### src/rtl/opcode_fifo_if.sv
// Word-in and opcode-out handshake bundle for the opcode assembly FIFO.
interface opcode_fifo_if;
    logic [31:0] word_in;
    logic        word_valid;
    logic        word_ready;
    logic [95:0] opcode;
    logic        op_valid;
    logic        op_ready;

    // Producer of words / consumer of opcodes
    modport master (
        output word_in,
        output word_valid,
        output op_ready,
        input  word_ready,
        input  opcode,
        input  op_valid
    );

    // The assembler/FIFO itself
    modport slave (
        input  word_in,
        input  word_valid,
        input  op_ready,
        output word_ready,
        output opcode,
        output op_valid
    );
endinterface

### src/rtl/opcode_fifo.sv
// Assembles groups of three 32-bit command words into 96-bit opcodes and
// buffers whole opcodes in a first-word-fall-through FIFO for the decoder.
module opcode_fifo #(
    parameter int unsigned DEPTH = 4
) (
    input  logic                         clk,
    input  logic                         rst,
    input  logic                         clear,
    opcode_fifo_if.slave                 bus,
    output logic [$clog2(DEPTH+1)-1:0]   count,
    output logic                         partial
);
    localparam int unsigned PW = $clog2(DEPTH);
    localparam int unsigned CW = $clog2(DEPTH + 1);
    localparam int unsigned WW = 32;
    localparam int unsigned OW = 96;

    localparam logic [1:0] W0 = 2'd0;
    localparam logic [1:0] W1 = 2'd1;
    localparam logic [1:0] W2 = 2'd2;

    logic [1:0]    phase;
    logic [1:0]    phase_nxt;
    logic [WW-1:0] stage0;
    logic [WW-1:0] stage1;
    logic [OW-1:0] mem [DEPTH];
    logic [PW-1:0] rd_ptr;
    logic [PW-1:0] wr_ptr;

    logic op_valid_c;
    logic word_ready_c;
    logic accept;
    logic push;
    logic pop;

    // Handshake qualifiers; a pop during clear is dropped since the FIFO empties anyway
    assign op_valid_c   = (count != '0);
    assign word_ready_c = ~clear & ((phase != W2) | (count < CW'(DEPTH)) |
                                    (op_valid_c & bus.op_ready));
    assign accept       = bus.word_valid & word_ready_c;
    assign push         = accept & (phase == W2);
    assign pop          = op_valid_c & bus.op_ready & ~clear;

    assign bus.word_ready = word_ready_c;
    assign bus.op_valid   = op_valid_c;
    assign bus.opcode     = op_valid_c ? mem[rd_ptr] : '0;
    assign partial        = (phase != W0);

    // Assembler phase register
    always_ff @(posedge clk) begin
        if (rst || clear) begin
            phase <= W0;
        end else begin
            phase <= phase_nxt;
        end
    end

    // Assembler next phase: advance one word slot per accepted word
    always_comb begin
        phase_nxt = phase;
        if (accept) begin
            case (phase)
                W0:      phase_nxt = W1;
                W1:      phase_nxt = W2;
                default: phase_nxt = W0;
            endcase
        end
    end

    // Staging of the first two words of an opcode
    always_ff @(posedge clk) begin
        if (accept && (phase == W0)) begin
            stage0 <= bus.word_in;
        end
        if (accept && (phase == W1)) begin
            stage1 <= bus.word_in;
        end
    end

    // FIFO storage; the third word goes straight into the tail entry
    always_ff @(posedge clk) begin
        if (push && !rst) begin
            mem[wr_ptr] <= {stage0, stage1, bus.word_in};
        end
    end

    // FIFO pointers and occupancy
    always_ff @(posedge clk) begin
        if (rst || clear) begin
            wr_ptr <= '0;
            rd_ptr <= '0;
            count  <= '0;
        end else begin
            if (push) begin
                wr_ptr <= wr_ptr + PW'(1);
            end
            if (pop) begin
                rd_ptr <= rd_ptr + PW'(1);
            end
            case ({push, pop})
                2'b10:   count <= count + CW'(1);
                2'b01:   count <= count - CW'(1);
                default: count <= count;
            endcase
        end
    end
endmodule

### src/flat_wrapper.sv
// flat-port wrapper written by rule: the top's interface ports become plain ports
module opcode_fifo_flat 
#(
    parameter int unsigned DEPTH = 4
)
  (clk, rst, clear, count, partial, bus_word_in, bus_word_valid, bus_op_ready, bus_word_ready, bus_opcode, bus_op_valid);
  opcode_fifo_if bus_i ();
  input  logic clk;
  input  logic rst;
  input  logic clear;
  output logic [$clog2(DEPTH+1)-1:0] count;
  output logic partial;
  input wire logic [$bits(bus_i.word_in)-1:0] bus_word_in;
  input wire logic [$bits(bus_i.word_valid)-1:0] bus_word_valid;
  input wire logic [$bits(bus_i.op_ready)-1:0] bus_op_ready;
  output wire logic [$bits(bus_i.word_ready)-1:0] bus_word_ready;
  output wire logic [$bits(bus_i.opcode)-1:0] bus_opcode;
  output wire logic [$bits(bus_i.op_valid)-1:0] bus_op_valid;
  assign bus_i.word_in = bus_word_in;
  assign bus_i.word_valid = bus_word_valid;
  assign bus_i.op_ready = bus_op_ready;
  assign bus_word_ready = bus_i.word_ready;
  assign bus_opcode = bus_i.opcode;
  assign bus_op_valid = bus_i.op_valid;
  opcode_fifo #(.DEPTH(DEPTH)) u_core (.clk(clk), .rst(rst), .clear(clear), .bus(bus_i), .count(count), .partial(partial));
endmodule
### config.mk
export PLATFORM = sky130hd
export DESIGN_NAME = opcode_fifo_flat
export DESIGN_NICKNAME = d
export VERILOG_FILES = /design/src/rtl/opcode_fifo_if.sv /design/src/rtl/opcode_fifo.sv /design/src/flat_wrapper.sv
export SDC_FILE = /design/constraint.sdc
export NUM_CORES = 1
export LEC_CHECK = 0
export BUFFER_PORTS_ARGS = -buffer_cell sky130_fd_sc_hd__buf_2
export CAP_MARGIN = 40
export CORE_MARGIN = 4
export CORE_UTILIZATION = 25
export CTS_CLUSTER_DIAMETER = 150
export CTS_CLUSTER_SIZE = 40
export DETAILED_ROUTE_END_ITERATION = 16
export MAX_ROUTING_LAYER = met4
export PLACE_DENSITY = 0.39
export SYNTH_ARGS = -nofsm -noshare
export SYNTH_HDL_FRONTEND = slang
export SYNTH_SLANG_ARGS = --single-unit
### constraint.sdc
create_clock -name clk -period 12.46 [get_ports clk]
set_clock_uncertainty 0.2 [all_clocks]
set_input_delay 0.623 -clock clk [delete_from_list [all_inputs] [get_ports clk]]
set_output_delay 0.623 -clock clk [all_outputs]
set_load 0.02 [all_outputs]
==> metrics.md <==
| Metric | Value |
|---|---|
| Part of the power in registers | `70.5%` |
| Clock sink total | `459` |
| Pins Over Slew Limit | `0` |
| Status | `finished, final reports clean` |
| Startpoint types | `register` |
| Fin cells | `1757` |
| Met1 wire length | `about 17000 um` |
| Most common cell after layout, fill and taps aside | `edfxtp_1` |
| Net Switching | `0.463 mW` |
| Core area | `67300 um2` |
| I/O Pins | `between 100 and 150` |
| Syn Inst Count | `742` |
| Synth Net Count | `785` |
| Worst-path clk slew | `0.14 ns` |
| Maximum clock path buffer count | `3` |
| Critical Path RT | `11.64 ns` |
| Sw frac | `19.3%` |
| Top routing layer used | `met4` |
| Via/cell ratio | `between 4 and 5` |
| CTS tree | `built` |
| Layout fillers | `6630` |
| Routability cong. | `0.656` |
| Final Setup Violations | `0` |
| GRT Total Usage | `between 10% and 20%` |
| Hold Crit Class | `in2reg` |
| Layout Nets | `between 900 and 1000` |
| YS warnings | `0` |
| Die ar. | `72300 um2` |
| Critical-path cell list | `buf_16 -> buf_4 -> mux4_2 -> and2_1 -> buf_2` |
| Area growth syn-to-layout | `13.6%` |
| Met2 wire len | `19000 um` |
| Vias | `7285` |
| Slowest stage cell, crit path | `mux4_2` |
| Detailed Routing Iterations Pass 1 | `4` |
| PD cells | `124 nW/um2` |
| Share of cells above drive strength 1 | `32.0%` |
| Leak | `6.06 nW` |
| Die X | `269 um` |
| Dpl hpwl | `22200 um` |
| PortBufs | `138` |
| Hold buffers post-CTS | `0` |
| Cts repair resizes | `0` |
| Crit-path max FO | `32` |
| CP Capture Type | `primary output` |
| First-pass GRT wire length | `55400 um` |
| Final min period | `3.78 ns` |
| Number of max-cap violations | `0` |
| Slew HR | `49.0%` |
| Initial Util | `25.3%` |
| DRT iter0 DRCs | `between 500 and 600` |
| Crit path arrival time | `2.95 ns` |
| Antenna-violating nets left | `0` |
| Vias in the first global route | `roughly 7900` |
| Final Cycle Share | `around 30%` |
| Internal power | `1.94 mW` |
| Post-layout worst setup margin | `8.68 ns` |
| Syn Std Cell Area | `roughly 17000 um2` |
| Seq/Total Area, Yosys | `80.4%` |
| Synth Register Bits | `459` |
| Met3 routed WL | `1300 um` |
| Die Span Y | `269 um` |
| Kind of critical path | `reg2out` |
| RSZ-0062 raised after global routing | `false` |
| Syn Area/Cell | `22.9 um2` |
| Slowest stage delay, CP | `0.64 ns` |
| Clock share of power | `28.4%` |
| Pre-CTS setup slack | `8.82 ns` |
| Drc violations | `0` |
| Routed len/inst | `21.7 um` |
| Gr ovfl total | `0` |
| Worst-Skew Late Latency | `~0.54 ns` |
| Measured slew at the worst slew-check pin | `0.765 ns` |
| Placed insts | `between 1500 and 2000` |
| Most frequent cells in the layout | `edfxtp_1, buf_2, mux4_2, and2_1, clkbuf_16` |
| Total detailed-routing wirelength | `around 38000 um` |
| Max Clk Rate | `0.265 GHz` |
| Final Hold Vio Count | `0` |
| Initial antenna violation count | `4` |
| VDD IR max | `around 0.000086 V` |
| CTS HTree Levels | `1` |
| Post-CTS setup buffer count | `0` |
| CTS Buf Count | `15` |
| Synth cell types | `29` |
| Overall Power | `2.41 mW` |
| Combinational share of power | `1.1%` |
| Minimum hold slack | `between 0.1 and 0.15 ns` |
| Reg-to-reg slack, setup | `9.36 ns` |
| CTS root buf | `clkbuf_16` |
| Largest net degree at the start of global routing | `between 50 and 60` |
| Fin Setup TNS | `0 ns` |
| Rows | `95` |
cell families (layout without fill, tap and decap cells):
logic type,count (synthesis),in the layout,share of synthesized area [%]
AO/OA/AOI/OAI,13,13,0.419
XOR/XNOR,4,4,0.206
adder cells (fa/ha/maj),6,6,0.485
buffers and inverters,40,181,1.29
flip-flops,459,459,80.4
multiplexers,96,96,12.7
other,0,1,0
AND/OR/NAND/NOR,124,124,4.54
worst max-delay path, delay by kind of cell, from the launching register on:
family / cells / cell delay (ns)
buffers and inverters: 3 / 1.03
flip-flops: 1 / 0.49
multiplexers: 1 / 0.64
AND/OR/NAND/NOR: 1 / 0.18
final timing paths:
kind / from / end / cells after the start
min: bus_word_in[13] / u_core.mem[3][13] / 1
min reg2reg: u_core.stage1[24] / u_core.mem[1][56] / 0
max: register / bus_opcode[8] / 5
max reg2reg: u_core.phase[1] / u_core.mem[1][49] / 6
metrics by stage:
| stage | cell area [um2] | utilization [%] |
|---|---|---|
| final | 19300 | 28.7 |
| after global placement | 18700 | 27.9 |
| after detailed placement | 18900 | 28.1 |
| after CTS | 19300 | 28.7 |
| after global routing | 19300 | 28.7 |
| after floorplan | 17000 | - |
per-layer routing:
| metal | global-route usage (%) | vias to the layer above |
|---|---|---|
| met5 | - | - |
| met1 | 14.5 | 3908 |
| met2 | 17.7 | 105 |
| li1 | - | 3249 |
| met3 | 1.47 | 23 |
| met4 | 1.60 | 0 |
flip-flops by register name (all words and copies together), names as in the netlist, named ones only:
register	flops
u_core.mem	384
u_core.wr_ptr	2
u_core.phase	2
u_core.stage1	32
u_core.count	3
u_core.rd_ptr	2
u_core.stage0	32
power by group through the flow:
| stage | clock (mW) | combinational (mW) | sequential (mW) |
|---|---|---|---|
| 2_1_floorplan | 0 | 0.00575 | 1.73 |
| 3_3_place_gp | 0 | 0.0280 | 1.73 |
| 3_5_place_dp | 0 | 0.0280 | 1.73 |
| 4_1_cts | 0.728 | 0.0280 | 1.70 |
| 5_1_grt | 0.779 | 0.0297 | 1.70 |
| 6_report | 0.684 | 0.0268 | 1.70 |
synthesized netlist by cell type (all sizes together):
master,number,area share [%]
a21oi,7,0.21
and2,96,3.5
and4bb,1,0.074
buf,18,0.80
clkbuf,16,0.35
dfxtp,11,1.3
edfxtp,448,79
fa,1,0.12
ha,5,0.37
inv,6,0.13
mux4,96,13
nand2,1,0.022
nand2b,1,0.037
nand3,2,0.059
nand3b,1,0.044
nand4bb,1,0.066
nor2,8,0.18
nor2b,1,0.037
nor3,1,0.029
nor3b,6,0.26
nor4b,1,0.051
o21ai,4,0.12
o311ai,1,0.051
o31ai,1,0.044
or2,2,0.074
or3,2,0.074
xor2,4,0.21
layout make-up:
cell class | count | area (um2) | area share, %
sequential | 459 | 13700 | 70.7
clock inverter | 2 | 46.3 | 0.239
tap | 873 | 1090 | 5.65
antenna | 1 | 2.50 | 0.0129
multi-input combinational | 243 | 3160 | 16.3
timing repair buffer | 158 | 958 | 4.96
clock buffer | 15 | 375 | 1.94
inverter | 6 | 22.5 | 0.116
(Power assumes the default switching activity.)
